$ cat src/rtl/intc_prio.sv
// Priority interrupt controller: edge-latches NUM_SRC done lines into pending bits,
// arbitrates fixed or round-robin, and tracks one interrupt through IACK/EOI.
module intc_prio #(
    parameter  int NUM_SRC = 8,
    parameter  int ADDR_W  = 32,
    parameter  int RR_MODE = 0,
    localparam int ID_W    = $clog2(NUM_SRC)
) (
    input  logic                      clk,
    input  logic                      rst_ext,
    input  logic [NUM_SRC-1:0]        done,
    input  logic [NUM_SRC-1:0]        mask,
    input  logic [NUM_SRC*ADDR_W-1:0] isr_addr_flat,
    input  logic                      IACK,
    input  logic                      EOI,
    output logic                      IRQ,
    output logic [ADDR_W-1:0]         isr_addr,
    output logic [ID_W-1:0]           irq_id,
    output logic [NUM_SRC-1:0]        pending,
    output logic [NUM_SRC-1:0]        lost
);

    typedef enum logic [1:0] {
        S_IDLE    = 2'd0,
        S_REQ     = 2'd1,
        S_SERVICE = 2'd2
    } state_t;

    state_t              r_state;
    state_t              w_state_nxt;
    logic [NUM_SRC-1:0]  r_done_q;
    logic [NUM_SRC-1:0]  r_pending;
    logic [NUM_SRC-1:0]  r_lost;
    logic [ID_W-1:0]     r_last;
    logic [ID_W-1:0]     r_irq_id;
    logic [ADDR_W-1:0]   r_isr_addr;
    logic                r_irq;

    logic [NUM_SRC-1:0]  w_rise;
    logic [NUM_SRC-1:0]  w_eligible;
    logic [NUM_SRC-1:0]  w_clr;
    logic [ID_W-1:0]     w_winner;
    logic                w_grant;
    logic                w_ack;
    logic                w_irq_nxt;

    function automatic logic [ID_W-1:0] wrap_idx(input int base, input int off);
        int sum;
        sum = base + off;
        if (sum >= NUM_SRC) sum = sum - NUM_SRC;
        return ID_W'(sum);
    endfunction

    assign w_rise     = done & ~r_done_q;
    assign w_eligible = r_pending & mask;

    // Loops run from lowest to highest priority so the last hit is the winner.
    always_comb begin
        w_winner = '0;
        if (RR_MODE == 0) begin
            for (int i = NUM_SRC - 1; i >= 0; i--) begin
                if (w_eligible[i]) w_winner = ID_W'(i);
            end
        end else begin
            for (int off = NUM_SRC; off >= 1; off--) begin
                if (w_eligible[wrap_idx(int'(r_last), off)]) w_winner = wrap_idx(int'(r_last), off);
            end
        end
    end

    // State register
    always_ff @(posedge clk) begin
        if (rst_ext) r_state <= S_IDLE;
        else         r_state <= w_state_nxt;
    end

    // Next-state logic
    always_comb begin
        w_state_nxt = r_state;
        case (r_state)
            S_IDLE:    if (|w_eligible) w_state_nxt = S_REQ;
            S_REQ:     if (IACK)        w_state_nxt = S_SERVICE;
            S_SERVICE: if (EOI)         w_state_nxt = S_IDLE;
            default:                    w_state_nxt = S_IDLE;
        endcase
    end

    // Output / datapath control decoded from the current state
    always_comb begin
        w_grant   = (r_state == S_IDLE) && (|w_eligible);
        w_ack     = (r_state == S_REQ) && IACK;
        w_irq_nxt = (w_state_nxt == S_REQ);
        w_clr     = '0;
        if (w_ack) w_clr[r_irq_id] = 1'b1;
    end

    always_ff @(posedge clk) begin
        if (rst_ext) begin
            r_done_q   <= '0;
            r_pending  <= '0;
            r_lost     <= '0;
            r_last     <= ID_W'(NUM_SRC - 1);
            r_irq_id   <= '0;
            r_isr_addr <= '0;
            r_irq      <= 1'b0;
        end else begin
            r_done_q  <= done;
            // NOTE: rise is OR-ed in after the clear so a new event in the ack cycle survives.
            r_pending <= (r_pending & ~w_clr) | w_rise;
            r_lost    <= w_rise & r_pending;
            r_irq     <= w_irq_nxt;
            if (w_grant) begin
                r_irq_id   <= w_winner;
                r_isr_addr <= isr_addr_flat[int'(w_winner)*ADDR_W +: ADDR_W];
            end
            if (w_ack) r_last <= r_irq_id;
        end
    end

    assign IRQ      = r_irq;
    assign isr_addr = r_isr_addr;
    assign irq_id   = r_irq_id;
    assign pending  = r_pending;
    assign lost     = r_lost;

endmodule
$ cat config.mk
export PLATFORM = sky130hd
export DESIGN_NAME = intc_prio
export DESIGN_NICKNAME = d
export VERILOG_FILES = /design/src/rtl/intc_prio.sv
export SDC_FILE = /design/constraint.sdc
export NUM_CORES = 1
export LEC_CHECK = 0
export BUFFER_PORTS_ARGS = -buffer_cell sky130_fd_sc_hd__clkbuf_2
export CORE_AREA = 2 2 127 129
export DETAILED_ROUTE_END_ITERATION = 16
export DIE_AREA = 0 0 129 131
export GPL_TIMING_DRIVEN = 0
export PLACE_DENSITY_LB_ADDON = 0.3
export SLEW_MARGIN = 20
export SYNTH_ARGS = -nofsm -noshare
export SYNTH_HDL_FRONTEND = slang
export SYNTH_SLANG_ARGS = --single-unit
export TNS_END_PERCENT = 1
$ cat constraint.sdc
create_clock -name clk -period 3.9 [get_ports clk]
set_input_delay 0.39 -clock clk [delete_from_list [all_inputs] [get_ports clk]]
set_output_delay 0.39 -clock clk [all_outputs]
set_load 0.05 [all_outputs]
==> run summary <==
outcome: completed
Critical Path RT: 4.12 ns
Total Routing Usage GR: 20.3%
WL per Instance: 18.5 um
# resized after CTS: 0
Fill cells: 1675
synth top area cells: dfxtp_1, mux2i_1, mux4_2
Reg area: 1240 um2
WP data arrival: 2.67 ns
Worst path slowest cell: dfxtp_1
Initial Utilization: 25.7%
worst slew pin tran: 0.608 ns
Worst-path clk slew: 0.06 ns
Seq cells post-synth: 62
vias per std cell: 4.93
total number of vias: 4881
most area-hungry cell type in the Yosys netlist: dfxtp_1
CP endpoint kind: flop
Crit Path Category: reg -> reg
CTS tree: yes
deepest clock path buffer count: 2
Compound-Gate Fraction of Synth Area: 25.6%
hold path depth: 3
Final Util: 39.8%
final instance area: 6210 um2
worst reg2reg setup slack: 1.45 ns
Rows: 46
count leader, synth: dfxtp_1
Max IR drop VDD: 0.000207 V
syn nets: 706
max cap viols: 0
CP max FO: 10
Ports: 328
Setup Buffers After CTS: 0
root buf cell: clkbuf_16
Primary FF master, synth: dfxtp_1
Yosys warning count: 0
cts bufs inserted: 9
share of layout cells above drive strength 1: 50.7%
Seq/Total Area, Yosys: 31.0%
Finish-stage setup viols: 0
crit path cell chain: nand2_1 > a32o_1 > a2bb2oi_2 > buf_4 > buf_2 > mux4_2 > a22o_1
number of global-route vias before repair: 4761
gpl congestion: 0.826
core area: 15600 um2
Mean Syn Cell Area: 9.33 um2
Leakage: 3.15 nW
routed wire length: 18300 um
Hold WS: 0.284 ns
number of synthesized flops with an enable pin: 0
biggest cell delay along the critical path: 0.40 ns
cell count after synthesis: 430
final worst-path cycle share: 62.9%
most instantiated cells after synthesis: dfxtp_1, nand2_1, mux2i_1
CTS sink cnt: 62
Slew headroom: 59.5%
number of detailed-route iterations in the first pass: 4
chip width: 129 um
power density over the cells: 459 nW/um2
H-tree depth: 3
Die ar.: 16900 um2
post-synthesis mux area share: 24.2%
Worst Skew: 0.00878 ns
Die Height: 131 um
largest net degree at the start of global routing: 12
Hold Buf Count CTS: 0
Yosys cell types: 41
grt total ovfl: 0
# DRC: 0
Reg2Reg Depth: 7
Setup TNS: 0 ns
DRT antenna net count: 0
Final Hold Vio Count: 0
fmax: 0.408 GHz
multi-input logic area: 2520 um2
fin. max-slew vios: 0
fin worst setup slack: 1.45 ns
worst slack, placed: 1.28 ns
IO buf count: 327
FFs w/ async S/R, synth: 0%
Synth top area share: 31.0%
dpl hpwl: 15200 um
Post-Synth Simple-Gate Area: 13.0%
Post-Synthesis Cell Area: 4010 um2
largest family of logic cells by synthesized area: compound AO/OA/AOI/OAI gates
layout net count: 1044
synthesis-to-finish area growth: 54.9%
Starting DRT DRC Count: 214
Hold WC Path Type: in -> reg
Worst-Skew Late Latency: 0.33 ns
Placed Area: 5920 um2
initial antenna violation count: 1
CP startpoint kind: flop
first-pass GRT wire length: 25600 um
Post-Synth Adder-Cell Area: 0%
Post-Synth XOR/XNOR Area: 0%
RSZ-0062 raised after global routing: false
fin crit period: 2.45 ns
## registers in the layout, indices dropped and copies added (netlist names)
signal    cells
irq_id        3
lost          8
IRQ           1
isr_addr     32
pending       8
r_done_q      8
r_state       2
## metrics by stage
stage | std cells | total power (W)
final | 990 | 0.00285
after CTS | 989 | 0.00289
after global placement | 973 | 0.00206
after floorplan | 430 | 0.00164
after global routing | 990 | 0.00299
after detailed placement | 973 | 0.00207
## cell families (layout without fill, tap and decap cells)
group                  count (synthesis)  after routing
flip-flops                            62             62
AO/OA/AOI/OAI                        137            137
AND/OR/NAND/NOR                      111            111
buffers and inverters                 48            391
other                                  0              1
multiplexers                          72             72
## power breakdown
group          internal [W]  switching (W)  total (W)
combinational      0.000474       0.000788    0.00126
clock              0.000492       0.000310   0.000802
sequential         0.000726      0.0000618   0.000788
## per-layer routing
metal | track usage [%] | share of wire, % | up-vias
met2 | 36.9 | 51 | 236
li1 | - | - | 2355
met1 | 23.6 | 40 | 2272
met4 | 8.06 | 2.0 | 0
met5 | 0 | 0 | -
met3 | 3.91 | 7.1 | 18
## worst max-delay path, delay by kind of cell (launching register included)
kind            cells  cell delay, ns
compound gates      3            0.81
buf+inv             2            0.63
flops               1            0.40
mux                 1            0.37
simple gates        1            0.11
## placed cells by master, fill, tap and decap left out, drive strengths merged
| cell type | n |
|---|---|
| a221oi | 12 |
| clkinvlp | 3 |
| nand3b | 3 |
| nand2 | 61 |
| nand3 | 15 |
| a22o | 20 |
| buf | 23 |
| and2b | 1 |
| o32ai | 2 |
| diode | 1 |
| nor2 | 9 |
| inv | 10 |
| a32oi | 1 |
| nand2b | 1 |
| nand4b | 1 |
| o311ai | 1 |
| mux4 | 20 |
| clkbuf | 351 |
| a211oi | 1 |
| or2 | 1 |
| a2bb2oi | 1 |
| nor3 | 5 |
| mux2i | 52 |
| clkinv | 3 |
| a22oi | 16 |
| dfxtp | 62 |
| nor2b | 4 |
| a21oi | 18 |
| nor3b | 4 |
| bufinv | 1 |
| o21ai | 28 |
| o31a | 12 |
| or3b | 2 |
| and3 | 4 |
| o221ai | 20 |
| a32o | 5 |
## final cells by class
class,count,share of cell area [%]
sequential,62,20.0
buffer,37,3.32
clock inverter,6,1.01
multi-input combinational,320,40.6
clock buffer,10,3.69
timing repair buffer,327,26.3
antenna,1,0.0403
tap,216,4.35
inverter,11,0.665
## path summary, 6_finish.rpt
check | startpoint | endpoint
max reg2reg | pending[2] | isr_addr[27]
min reg2reg | r_done_q[6] | lost[6]
min | done[5] | r_done_q[5]
max | pending[2] | isr_addr[27]
Power figures use the tool's default switching activity.
